==> src/rtl/input_conditioner_pkg.sv <==
// Shared constants and types for the switch/button input conditioner.
package input_conditioner_pkg;

    // Debounce lengths: short one for simulation, long one for the board build.
    localparam int DEBOUNCE_CYCLES_SIM   = 4;
    localparam int DEBOUNCE_CYCLES_BOARD = 1_000_000;

    // Synchroniser depth used unless the instance overrides it.
    localparam int SYNC_STAGES_DEF = 2;

    // Width of the wrapping press counter.
    localparam int PCOUNT_W = 8;

    // Button edge-detector states.
    typedef enum logic {
        IDLE    = 1'b0,
        PRESSED = 1'b1
    } edge_state_e;

endpackage

==> src/rtl/input_conditioner_if.sv <==
// Bundle of raw board inputs and conditioned outputs for input_conditioner.
// Signal flow: the board side (master) drives sw_raw/btn_raw as free-running
// asynchronous levels; the conditioner (slave) drives every other signal from
// registers. There is no valid/ready handshake: step is a single-cycle strobe
// that the consumer must sample on the clock edge following its assertion.
interface input_conditioner_if;
    import input_conditioner_pkg::*;

    logic                sw_raw;
    logic                btn_raw;
    logic                w;
    logic                btn_level;
    logic                step;
    logic [PCOUNT_W-1:0] press_count;
    edge_state_e         edge_state;   // debug view of the button edge FSM

    modport master (
        output sw_raw, btn_raw,
        input  w, btn_level, step, press_count, edge_state
    );

    modport slave (
        input  sw_raw, btn_raw,
        output w, btn_level, step, press_count, edge_state
    );

endinterface

==> src/rtl/input_conditioner_debounce_bit.sv <==
// One raw asynchronous level -> synchroniser chain -> counter debouncer.
// The stable level only flips after DEBOUNCE_CYCLES consecutive synced cycles
// that disagree with it; any agreeing cycle restarts the count.
module debounce_bit #(
    parameter int SYNC_STAGES     = 2,
    parameter int DEBOUNCE_CYCLES = 4
) (
    input  logic clk,
    input  logic reset,
    input  logic raw,
    output logic level
);

    localparam int               CNT_W   = $clog2(DEBOUNCE_CYCLES);
    localparam logic [CNT_W-1:0] CNT_MAX = CNT_W'(DEBOUNCE_CYCLES - 1);

    logic [SYNC_STAGES-1:0] sync_q;
    logic                   synced;
    logic                   stable_q, stable_d;
    logic [CNT_W-1:0]       cnt_q, cnt_d;

    // Shift the raw level through the synchroniser chain.
    always_ff @(posedge clk) begin
        if (reset) begin
            sync_q <= '0;
        end else begin
            sync_q <= {sync_q[SYNC_STAGES-2:0], raw};
        end
    end

    assign synced = sync_q[SYNC_STAGES-1];

    // Count disagreeing cycles; flip the stable level when the count completes.
    always_comb begin
        stable_d = stable_q;
        cnt_d    = '0;
        if (synced != stable_q) begin
            if (cnt_q == CNT_MAX) begin
                stable_d = synced;
            end else begin
                cnt_d = cnt_q + CNT_W'(1);
            end
        end
    end

    // Debounce state registers; reset discards any partial count.
    always_ff @(posedge clk) begin
        if (reset) begin
            stable_q <= 1'b0;
            cnt_q    <= '0;
        end else begin
            stable_q <= stable_d;
            cnt_q    <= cnt_d;
        end
    end

    assign level = stable_q;

endmodule

==> src/rtl/input_conditioner.sv <==
// Conditions the board switch and push-button for the sequence detector:
// both inputs are synchronised and debounced, the switch becomes w, and each
// debounced button press yields one step pulse plus a wrapping press count.
module input_conditioner
    import input_conditioner_pkg::*;
#(
    parameter int SYNC_STAGES     = SYNC_STAGES_DEF,
    parameter int DEBOUNCE_CYCLES = DEBOUNCE_CYCLES_SIM
) (
    input logic                 clk,
    input logic                 reset,
    input_conditioner_if.slave  cond
);

    logic                sw_level;
    logic                btn_level;
    edge_state_e         state_q, state_d;
    logic                step_q, step_d;
    logic [PCOUNT_W-1:0] pcount_q, pcount_d;

    debounce_bit #(
        .SYNC_STAGES     (SYNC_STAGES),
        .DEBOUNCE_CYCLES (DEBOUNCE_CYCLES)
    ) u_sw (
        .clk   (clk),
        .reset (reset),
        .raw   (cond.sw_raw),
        .level (sw_level)
    );

    debounce_bit #(
        .SYNC_STAGES     (SYNC_STAGES),
        .DEBOUNCE_CYCLES (DEBOUNCE_CYCLES)
    ) u_btn (
        .clk   (clk),
        .reset (reset),
        .raw   (cond.btn_raw),
        .level (btn_level)
    );

    // Edge FSM: the state lags btn_level by one cycle, so IDLE with the level
    // high is exactly the rising edge; falling edges only return to IDLE.
    always_comb begin
        state_d = state_q;
        step_d  = 1'b0;
        case (state_q)
            IDLE: begin
                if (btn_level) begin
                    state_d = PRESSED;
                    step_d  = 1'b1;
                end
            end
            PRESSED: begin
                if (!btn_level) begin
                    state_d = IDLE;
                end
            end
            default: state_d = IDLE;
        endcase
    end

    // Count every step; the counter wraps silently.
    always_comb begin
        pcount_d = pcount_q;
        if (step_q) begin
            pcount_d = pcount_q + PCOUNT_W'(1);
        end
    end

    // FSM state, registered step strobe and press counter.
    always_ff @(posedge clk) begin
        if (reset) begin
            state_q  <= IDLE;
            step_q   <= 1'b0;
            pcount_q <= '0;
        end else begin
            state_q  <= state_d;
            step_q   <= step_d;
            pcount_q <= pcount_d;
        end
    end

    assign cond.w           = sw_level;
    assign cond.btn_level   = btn_level;
    assign cond.step        = step_q;
    assign cond.press_count = pcount_q;
    assign cond.edge_state  = state_q;

endmodule
==> src/flat_wrapper.sv <==
// flat-port wrapper written by rule: the top's interface ports become plain ports
module input_conditioner_flat import input_conditioner_pkg::*;
#(
    parameter int SYNC_STAGES     = SYNC_STAGES_DEF,
    parameter int DEBOUNCE_CYCLES = DEBOUNCE_CYCLES_SIM
)
  (clk, reset, cond_sw_raw, cond_btn_raw, cond_w, cond_btn_level, cond_step, cond_press_count, cond_edge_state);
  input_conditioner_if cond_i ();
  input logic clk;
  input logic reset;
  input wire logic [$bits(cond_i.sw_raw)-1:0] cond_sw_raw;
  input wire logic [$bits(cond_i.btn_raw)-1:0] cond_btn_raw;
  output wire logic [$bits(cond_i.w)-1:0] cond_w;
  output wire logic [$bits(cond_i.btn_level)-1:0] cond_btn_level;
  output wire logic [$bits(cond_i.step)-1:0] cond_step;
  output wire logic [$bits(cond_i.press_count)-1:0] cond_press_count;
  output wire logic [$bits(cond_i.edge_state)-1:0] cond_edge_state;
  assign cond_i.sw_raw = cond_sw_raw;
  assign cond_i.btn_raw = cond_btn_raw;
  assign cond_w = cond_i.w;
  assign cond_btn_level = cond_i.btn_level;
  assign cond_step = cond_i.step;
  assign cond_press_count = cond_i.press_count;
  assign cond_edge_state = cond_i.edge_state;
  input_conditioner #(.SYNC_STAGES(SYNC_STAGES), .DEBOUNCE_CYCLES(DEBOUNCE_CYCLES)) u_core (.clk(clk), .reset(reset), .cond(cond_i));
endmodule
==> config.mk <==
export PLATFORM = sky130hd
export DESIGN_NAME = input_conditioner_flat
export DESIGN_NICKNAME = d
export VERILOG_FILES = /design/src/rtl/input_conditioner_pkg.sv /design/src/rtl/input_conditioner_if.sv /design/src/rtl/input_conditioner_debounce_bit.sv /design/src/rtl/input_conditioner.sv /design/src/flat_wrapper.sv
export SDC_FILE = /design/constraint.sdc
export NUM_CORES = 1
export LEC_CHECK = 0
export ABC_CLOCK_PERIOD_IN_PS = 1500
export CAP_MARGIN = 20
export CORE_UTILIZATION = 40
export CTS_CLUSTER_DIAMETER = 40
export DETAILED_ROUTE_END_ITERATION = 6
export PLACE_DENSITY = 0.68
export SETUP_SLACK_MARGIN = 0.5
export SLEW_MARGIN = 20
export SYNTH_ARGS = -nofsm -noshare
export SYNTH_HDL_FRONTEND = slang
export SYNTH_SLANG_ARGS = --single-unit
==> constraint.sdc <==
create_clock -name clk -period 1.5 [get_ports clk]
set_input_delay 0.225 -clock clk [delete_from_list [all_inputs] [get_ports clk]]
set_output_delay 0.225 -clock clk [all_outputs]
set_load 0.05 [all_outputs]
==> flow_metrics.env <==
export IMPL_clkPwrFrac_pct=31.6
export IMPL_crit_slowest_cell="dfxtp_4"
export IMPL_grt_max_degree=12
export IMPL_yosysTopAreaCell="dfxtp_1"
export IMPL_gp_congestion=0.685
export IMPL_p_leak_nw=0.462
export IMPL_ff_latch_area_sq_um=440
export IMPL_p_per_area_nw_per_um2=685
export IMPL_syn_cell_area_sq_um=708
export IMPL_drc=0
export IMPL_cts_inserted_buffers=3
export IMPL_period_needed_ps=1170
export IMPL_hold_violations=0
export IMPL_finalSetupViolCount=0
export IMPL_p_comb_share_pct=4.0
export IMPL_place_area_sq_um=937
export IMPL_ys_top_cells_by_area="dfxtp_1 (57%), nor2_1 (5.8%), ha_1 (5.3%)"
export IMPL_dieArea_sq_um=1940
export IMPL_antenna_found_initial=0
export IMPL_ant_nets=0
export IMPL_grt_overflow_total=0
export IMPL_drtIter0Drc=3
export IMPL_drt_wl_total_um=1380
export IMPL_p_int_mw=0.644
export IMPL_ys_seq_area_share_pct=56.5
export IMPL_fill_cells=109
export IMPL_first_pass_iters=6
export IMPL_ios=16
export IMPL_grt_pass1_wl_um=2050
export IMPL_synth_distinct_cells=15
export IMPL_tns_ps=0
export IMPL_critPathMaxStageDelay_ps=400
export IMPL_clock_latency_ps=300
export IMPL_multi_input_area_sq_um=367
export IMPL_clk_pin_slew_ps=100
export IMPL_syn_inst=69
export IMPL_via_per_inst=5.00
export IMPL_diodes=0
export IMPL_outcome="complete, no violations"
export IMPL_htree_num_levels=1
export IMPL_synth_top_area_share_pct=56.5
export IMPL_routedWlPerCell_um=11.9
export IMPL_crit_type="reg -> reg"
export IMPL_p_switching_mw=0.171
export IMPL_nNetsFinal=108
export IMPL_rows=14
export IMPL_cts_sinks=20
export IMPL_coreArea_sq_um=1580
export IMPL_worst_setup_path_end_kind="register"
export IMPL_sequentialPowerShare_pct=64.5
export IMPL_worstPathRequired_ps=1730
export IMPL_crit_arrival_ps=1410
export IMPL_drv_cap=0
export IMPL_worstPathMaxFanout=4
export IMPL_yosys_register_bits=20
export IMPL_switching_share_pct=21.0
export IMPL_cts_root_buf="clkbuf_4"
export IMPL_cp_top_family="simple AND/OR/NAND/NOR gates"
export IMPL_cp_cell_sequence="ha_4, nand4_1, or3_1, a21oi_2"
export IMPL_report_final_slew_viol_count=0
export IMPL_finalInstanceArea_sq_um=1190
export IMPL_die_height_um=44.1
export IMPL_slew_headroom_pct=78.3
export IMPL_cts_buffer_depth=2
export IMPL_syn2layout_area_growth_pct=68.0
export IMPL_min_path_type="reg -> reg"
export IMPL_grt_usage_pct=15.4
export IMPL_dr_total_vias=580
export IMPL_port_buffers=15
export IMPL_max_freq_mhz=853
export IMPL_finalCritPeriodShare_pct=78.2
export IMPL_initial_core_util_pct=44.9
export IMPL_clock_skew_ps=4.12
export IMPL_layout_drive_gt1_share_pct=54.0
export IMPL_cts_tree="yes"
export IMPL_ir_drop_mv=0.776
export IMPL_worst_pin_slew_ps=326
export IMPL_ys_warn_count=0
export IMPL_path_buf_inv=0
export IMPL_rsz0062_at_grt="true"
export IMPL_die_width_um=44.1
export IMPL_avgSynthCellArea_sq_um=10.3
export IMPL_crit_path_start_kind="register"
export IMPL_dpl_hpwl_um=859
export IMPL_grt_pass1_vias=495
export IMPL_syn_num_nets=76
export IMPL_fin_util_pct=75.5
## layout by cell type (no fill, tap or decap), types with 2 or more instances in the layout
cell type	instances
buf_4	11
buf_8	9
dfxtp_4	9
nor2_1	8
nor2b_1	6
dfxtp_1	6
dfxtp_2	5
mux2i_1	3
nor2_2	3
or3_1	3
nand2_1	3
xor2_1	3
ha_4	3
clkbuf_4	3
buf_12	3
inv_1	2
xnor2_1	2
or3_4	2
nand4_1	2
o21ai_0	2
a21oi_1	2
clkdlybuf4s50_1	2
buf_6	2
## flip-flops by register name (all words and copies together) (netlist names)
signal / count
u_core.cond.edge_state: 1
u_core.cond.press_count: 8
u_core.cond.step: 1
u_core.u_btn.cnt_q: 2
u_core.u_btn.level: 1
u_core.u_btn.sync_q: 2
u_core.u_sw.cnt_q: 2
u_core.u_sw.level: 1
u_core.u_sw.sync_q: 2
## layer usage
metal	routed length (um)	global-route usage, %	part of all wire, %
met5	0	0	0
met3	44	2.45	3.2
met1	546	17.1	40
met4	49	14.5	3.5
met2	741	24.7	54
## cell families (layout without fill, tap and decap cells)
family / Yosys count / after routing / synth area share [%]
DFF: 20 / 20 / 56.5
adders and majority gates: 3 / 3 / 5.30
AOI/OAI and AO/OA: 6 / 6 / 4.24
muxes: 3 / 3 / 4.24
buffers and inverters: 3 / 34 / 1.59
and+or+nand+nor: 28 / 28 / 20.7
xor gates and xnor gates: 6 / 6 / 7.42
## power by group through the flow
stage	Clock, mW	Sequential (mW)	Combinational (mW)
detailed placement	0	0.542	0.0263
CTS	0.269	0.526	0.0254
floorplan	0	0.541	0.0111
finish	0.257	0.525	0.0322
global route	0.282	0.526	0.0350
global placement	0	0.541	0.0257
## synthesized netlist by cell type (all sizes together)
library cell	n
a21oi	3
clkbuf	1
dfxtp	20
ha	3
inv	2
mux2i	3
nand2	3
nand4	3
nor2	11
nor2b	6
o21ai	3
or3	5
xnor2	3
xor2	3
## cell type report
cell class	instances	area share [%]
clock buffers	4	2.21
inverters	2	0.631
multi-input cells	46	30.8
flip-flops and latches	20	37.0
well taps	16	1.68
repair buffers	28	27.7
## path summary, 6_finish.rpt
path	endpoint	slack (ps)	start	depth (start not counted)
setup / recovery	u_core.cond.press_count[6]$_SDFFE_PP0P_	330	u_core.cond.press_count[0]$_SDFFE_PP0P_	4
hold / removal	u_core.cond.step$_SDFF_PP0_	420	u_core.cond.edge_state$_SDFF_PP0_	1
setup reg to reg	u_core.cond.press_count[6]$_SDFFE_PP0P_	330	u_core.cond.press_count[0]$_SDFFE_PP0P_	4
hold reg to reg	u_core.cond.step$_SDFF_PP0_	420	u_core.cond.edge_state$_SDFF_PP0_	1
## what timing repair did
item	4_1_cts	5_1_grt
resized for setup	28	13
endpoints found under the setup margin	20	20
hold buffers	0	0
setup buffers	7	4
pin swaps	6	4
## through the flow
stage / std cells / hold slack, ps / setup slack [ps] / power [mW]
2_1_floorplan: 69 / 297 / 255 / 0.552
3_3_place_gp: 101 / 397 / 134 / 0.567
3_5_place_dp: 101 / 402 / 116 / 0.568
4_1_cts: 112 / 406 / 330 / 0.821
5_1_grt: 116 / 444 / 259 / 0.843
6_report: 116 / 424 / 327 / 0.815
Power figures use the tool's default switching activity.
